===== src/rtl/pim_scheduler.sv =====
// Tile-job scheduler for one full matrix multiply: walks the k-major job list and
// hands each job to a free PIM unit, holding back jobs whose output tile is still in flight.
module pim_scheduler #(
    parameter int NUM_UNITS = 4,
    parameter int TILES     = 2,
    parameter int TW        = (TILES > 1) ? $clog2(TILES) : 1,
    parameter int NJOBS     = TILES * TILES * TILES
) (
    input  logic                 clk,
    input  logic                 rst_n,
    input  logic                 start,
    output logic                 busy,
    output logic                 done,
    output logic [NUM_UNITS-1:0] dispatch_valid,
    input  logic [NUM_UNITS-1:0] dispatch_ready,
    output logic [TW-1:0]        job_row,
    output logic [TW-1:0]        job_col,
    output logic [TW-1:0]        job_k,
    input  logic [NUM_UNITS-1:0] unit_done,
    output logic                 protocol_err,
    output logic [1:0]           dbg_state
);
    localparam int UW = (NUM_UNITS > 1) ? $clog2(NUM_UNITS) : 1;
    localparam int JW = $clog2(NJOBS + 1);

    typedef enum logic [1:0] {
        S_IDLE     = 2'd0,
        S_DISPATCH = 2'd1,
        S_DRAIN    = 2'd2,
        S_DONE     = 2'd3
    } state_e;

    state_e                           state_q, state_d;
    logic [JW-1:0]                    job_cnt_q, job_cnt_d;
    logic [UW-1:0]                    rr_ptr_q, rr_ptr_d;
    logic [NUM_UNITS-1:0]             valid_q, valid_d;
    logic [TW-1:0]                    row_q, row_d, col_q, col_d, k_q, k_d;
    logic [NUM_UNITS-1:0]             u_busy_q, u_busy_d;
    logic [NUM_UNITS-1:0][2*TW-1:0]   u_tile_q, u_tile_d;
    logic                             err_q, err_d;

    logic [TW-1:0] head_row, head_col, head_k;
    logic          hazard, found, accept;
    logic [UW-1:0] sel, idx, off_idx;

    // Decode the head job and pick a target unit from registered state only.
    always_comb begin
        head_k   = TW'(job_cnt_q / JW'(TILES * TILES));
        head_row = TW'((job_cnt_q / JW'(TILES)) % JW'(TILES));
        head_col = TW'(job_cnt_q % JW'(TILES));
        hazard   = 1'b0;
        found    = 1'b0;
        sel      = '0;
        idx      = '0;
        off_idx  = '0;
        for (int u = 0; u < NUM_UNITS; u++) begin
            if (u_busy_q[u] && (u_tile_q[u] == {head_row, head_col})) hazard = 1'b1;
            if (valid_q[u]) off_idx = UW'(u);
        end
        for (int i = 0; i < NUM_UNITS; i++) begin
            idx = UW'((int'(rr_ptr_q) + i) % NUM_UNITS);
            if (!found && !u_busy_q[idx]) begin
                found = 1'b1;
                sel   = idx;
            end
        end
        accept = |(valid_q & dispatch_ready);
    end

    always_comb begin
        state_d   = state_q;
        job_cnt_d = job_cnt_q;
        rr_ptr_d  = rr_ptr_q;
        valid_d   = valid_q;
        row_d     = row_q;
        col_d     = col_q;
        k_d       = k_q;
        u_tile_d  = u_tile_q;
        err_d     = err_q | (|(unit_done & ~u_busy_q));
        u_busy_d  = u_busy_q & ~unit_done;

        case (state_q)
            S_IDLE: begin
                if (start) begin
                    state_d   = S_DISPATCH;
                    job_cnt_d = '0;
                    rr_ptr_d  = '0;
                end
            end
            S_DISPATCH: begin
                if (valid_q == '0) begin
                    if (!hazard && found) begin
                        valid_d = NUM_UNITS'(1) << sel;
                        row_d   = head_row;
                        col_d   = head_col;
                        k_d     = head_k;
                    end
                end else if (accept) begin
                    u_busy_d[off_idx] = 1'b1;
                    u_tile_d[off_idx] = {row_q, col_q};
                    job_cnt_d         = job_cnt_q + JW'(1);
                    rr_ptr_d          = (int'(off_idx) == NUM_UNITS - 1) ? '0 : off_idx + UW'(1);
                    valid_d           = '0;
                    if (job_cnt_q == JW'(NJOBS - 1)) state_d = S_DRAIN;
                end
            end
            S_DRAIN: begin
                if (u_busy_q == '0) state_d = S_DONE;
            end
            S_DONE: begin
                state_d = S_IDLE;
            end
            default: state_d = S_IDLE;
        endcase
    end

    always_ff @(posedge clk) begin
        if (!rst_n) begin
            state_q   <= S_IDLE;
            job_cnt_q <= '0;
            rr_ptr_q  <= '0;
            valid_q   <= '0;
            row_q     <= '0;
            col_q     <= '0;
            k_q       <= '0;
            u_busy_q  <= '0;
            u_tile_q  <= '0;
            err_q     <= 1'b0;
        end else begin
            state_q   <= state_d;
            job_cnt_q <= job_cnt_d;
            rr_ptr_q  <= rr_ptr_d;
            valid_q   <= valid_d;
            row_q     <= row_d;
            col_q     <= col_d;
            k_q       <= k_d;
            u_busy_q  <= u_busy_d;
            u_tile_q  <= u_tile_d;
            err_q     <= err_d;
        end
    end

    assign busy           = (state_q == S_DISPATCH) || (state_q == S_DRAIN);
    assign done           = (state_q == S_DONE);
    assign dispatch_valid = valid_q;
    assign job_row        = row_q;
    assign job_col        = col_q;
    assign job_k          = k_q;
    assign protocol_err   = err_q;
    assign dbg_state      = state_q;
endmodule


===== config.mk =====
export PLATFORM = sky130hd
export DESIGN_NAME = pim_scheduler
export DESIGN_NICKNAME = d
export VERILOG_FILES = /design/src/rtl/pim_scheduler.sv
export SDC_FILE = /design/constraint.sdc
export NUM_CORES = 1
export LEC_CHECK = 0
export BUFFER_PORTS_ARGS = -buffer_cell sky130_fd_sc_hd__buf_2
export CAP_MARGIN = 20
export CORE_MARGIN = 4
export CORE_UTILIZATION = 40
export CTS_CLUSTER_DIAMETER = 120
export DETAILED_ROUTE_END_ITERATION = 10
export HOLD_SLACK_MARGIN = 0.05
export PLACE_DENSITY = 0.6
export SKIP_CTS_REPAIR_TIMING = 1
export SLEW_MARGIN = 10
export SYNTH_ARGS = -nofsm -noshare
export SYNTH_HDL_FRONTEND = slang
export SYNTH_SLANG_ARGS = --single-unit

===== constraint.sdc =====
create_clock -name clk -period 5.1 [get_ports clk]
set_input_delay 0.765 -clock clk [delete_from_list [all_inputs] [get_ports clk]]
set_output_delay 0.765 -clock clk [all_outputs]
set_load 0.03 [all_outputs]

==> results.md <==
Setup path:
- The classification of the worst setup path is register to register.
- The count of cells along the worst register-to-register path is 7.
- The required time reported for the critical path endpoint is 5.27 ns.
- The worst reg-to-reg setup slack is 2.95 ns.
- The endpoint class of the critical path is a register.
- STA classifies the critical path startpoint as a register.
- The endpoint of the most critical setup path is job_cnt_q[3].
- The worst register-to-register path ends at job_cnt_q[3].
- The maximum net fanout on the critical path is 10.
- The arrival time of data at the critical path endpoint is 2.32 ns.
- The start point of the critical path is dbg_state[1].
- The startpoint identified for the worst register-to-register timing path is dbg_state[1].

Yosys:
- By area the synthesized netlist is led by dfxtp_1 (37%), ha_1 (7.4%), a21boi_0 (6.9%), nand2_1 (6.7%), mux2i_1 (4.6%).
- The share of the yosys chip area belonging to registers is 0.369.
- The share of the synthesized area in the top cell type is 0.369.
- The number of warnings issued by yosys is 0.
- Counting every instance in the synthesized netlist gives 178.
- Each instance of the synthesized netlist takes up on average 8.53 um^2.
- The area of the mapped netlist is 1520 um^2.
- Counting flops with a built-in enable in the synthesized netlist gives 0.
- The post-synthesis cell type count is 42.
- In this run, synthesis produced a sequential element count of 28.
- The most used flip-flop cell after synthesis is dfxtp_1.
- Counting every net in the synthesized netlist gives 198.
- The share of synthesized registers carrying an async set or reset is 0.
- The biggest area consumer among synthesized cells is dfxtp_1.

Floorplan:
- The die is 69.6 um wide.
- The die is 69.6 um tall.
- The effective utilization at floorplan is 0.415.
- The number of ports placed on the die boundary is 23.
- The area of the core is 3660 um^2.
- The number of placement rows is 22.
- The die covers 4850 um^2.

Power:
- The maximum VDD drop is 0.192 mV.
- The total power draw is 693 uW.
- The static leakage is 0.000723 uW.
- The power density of the placed cells is 401 nW/um^2.

Layout:
- At the end of the flow, the number of nets in the layout was 218.
- Once layout is complete, the utilization of the core stands at 0.472.
- The synthesis-to-finish area growth is 13.8%.
- The count of antenna diodes in the layout is 0.
- Leaving out filler cells and counting taps, the final layout contains 245.
- After filler insertion, the fill cell instance count of the layout stands at 372.
- The fraction of final layout cells with drive strength greater than 1 is 0.147.
- In the layout the commonest cells are dfxtp_1 (28), nand2_1 (27), buf_2 (23), a21boi_0 (14), nand3_1 (14).
- The most common library cell in the layout ignoring fill and taps is dfxtp_1.

CTS:
- The cell at the root of the clock tree is clkbuf_8.
- The number of buffers between clock root and the deepest sink is 2.
- CTS built an H-tree with a depth of 1.
- The clock network latency to the later pin of the worst-skew pair is 0.28 ns.
- The clock drives 28 sinks.
- TritonCTS built the clock tree.
- TritonCTS created 3 clock buffers.
- Clock-pin slew was measured on the worst setup and hold paths at 0.10 ns.

STA:
- Setup repair after global routing left no endpoint under its margin.
- The number of hold-slack violations in the final timing report is 0.
- The worst path in the final design needs a cycle of 2.15 ns, including I/O delays and setup.
- Setup slack on the critical path of the routed design comes to 2.95 ns.
- The final setup TNS is 0 ns.
- Measured against its own limit, the worst slew margin works out to 0.446.
- The transition time at the pin with the least slew margin is 0.827 ns.
- The fmax is 0.465 GHz.
- The final worst clock skew is 0.00986 ns.
- The total of endpoints with negative setup slack in the final report is 0.
- The part of the cycle the worst path needs is 0.421.
- The final-report max-slew violation count was 0.

Job:
- The max-capacitance violation count is 0.

Place:
- The total placed cells including tap cells is 240.
- The placed wire-length estimate after detailed placement is 2.49 mm.
- The count of buffers added on input and output ports is 22.
- The post-place setup slack is 2.55 ns.
- Routability-driven placement finished with a final weighted congestion of 0.876.

Global routing:
- The total overflow left after global routing is 0.
- The number of antenna violations at the first check in global routing came to 0.
- In the global route stage, overall resource usage came out at 0.137.
- The largest net degree at the start of global routing is 33.
- The wire length of the first global-routing pass is 5.54 mm.
- The via count of the first global-routing pass came to 1177.

Drt:
- The detailed-route wire length is 3.37 mm.
- The wire length per cell after detailed routing is 13.7 um.
- In the routed layout, each cell is associated on average with a via count of 5.28.
- The detail route stage leaves a number of antenna-violating nets equal to 0.
- The routed layout has 1294 vias.
- Before antenna repair, the detailed router went through 4 iterations.
- After detailed routing, the number of remaining DRC violations is 0.
- In this run, the number of DRC markers left after iteration 0 of detailed routing was 95.

Worst hold path:
- The tightest min-delay check is of the register to register type.

Status:
- The run finished with clean final reports.
-- cells by family after synthesis --
group,Yosys count,share of synthesized area
compound gates,38,0.185
simple gates,67,0.213
mux,7,0.0461
flops,28,0.369
xor+xnor,11,0.0634
buf+inv,18,0.0494
fa+ha+maj,9,0.0741
-- Yosys cell counts, types with 3 or more instances --
library cell and n:
a21boi_0 14, a21oi_1 3, and3_1 3, buf_2 3, clkbuf_1 4, dfxtp_1 28, ha_1 9, inv_1 9
mux2i_1 7, nand2_1 27, nand2b_1 5, nand3_1 14, nor2_1 6, xnor2_1 7, xor2_1 4
-- how the worst min path moves through the flow --
| stage | end | depth (start not counted) | slack, ns | from |
|---|---|---|---|---|
| 4_1_cts | job_k | 2 | 0.47 | job_k |
| 5_1_grt | u_tile_q[7] | 2 | 0.50 | u_tile_q[7] |
| 3_3_place_gp | job_k | 2 | 0.44 | job_k |
| 6_report | job_k | 2 | 0.46 | job_k |
| 2_1_floorplan | u_tile_q[0] | 2 | 0.46 | u_tile_q[0] |
| 3_5_place_dp | job_k | 2 | 0.45 | job_k |
-- layer usage --
| metal | share of wire | up-vias | global-route usage |
|---|---|---|---|
| met5 | 0 | - | 0 |
| met4 | 0.012 | 0 | 0.0447 |
| met3 | 0.044 | 5 | 0.0246 |
| met2 | 0.49 | 27 | 0.228 |
| met1 | 0.46 | 607 | 0.180 |
| li1 | - | 655 | - |
-- sequential cells by signal, indices dropped and copies added (netlist names) --
signal and flops:
rr_ptr_q 2, u_tile_q 8, dispatch_valid 4, dbg_state 2
protocol_err 1, job_col 1, job_cnt_q 4, job_k 1
u_busy_q 4, job_row 1
-- stage by stage --
stage / cell area (um^2) / hold slack, ns
floorplan: 1520 / 0.455
global placement: 1650 / 0.442
detailed placement: 1650 / 0.452
CTS: 1720 / 0.469
global route: 1730 / 0.502
finish: 1730 / 0.463
-- critical path, cell delays in order (launching register included) --
cell	delay (ns)
dfxtp_1	0.36
inv_1	0.11
ha_1	0.38
mux2i_1	0.12
a31oi_1	0.63
nand4_1	0.20
xor2_1	0.17
nor2_1	0.05
-- area by class of cell --
class	count	area, um^2	area share
multi-input cells	132	883	0.511
repair buffers	23	115	0.0666
inverters	10	37.5	0.0217
clock inverters	1	30.0	0.0174
clock buffers	3	41.3	0.0239
flip-flops and latches	28	561	0.324
well taps	48	60.1	0.0348
-- report_power, final --
part	total [uW]	switching, uW	internal, uW
clock	177	72.1	105
sequential	265	27.7	237
combinational	251	156	94.6
total	693	256	437
(Power assumes the default switching activity.)
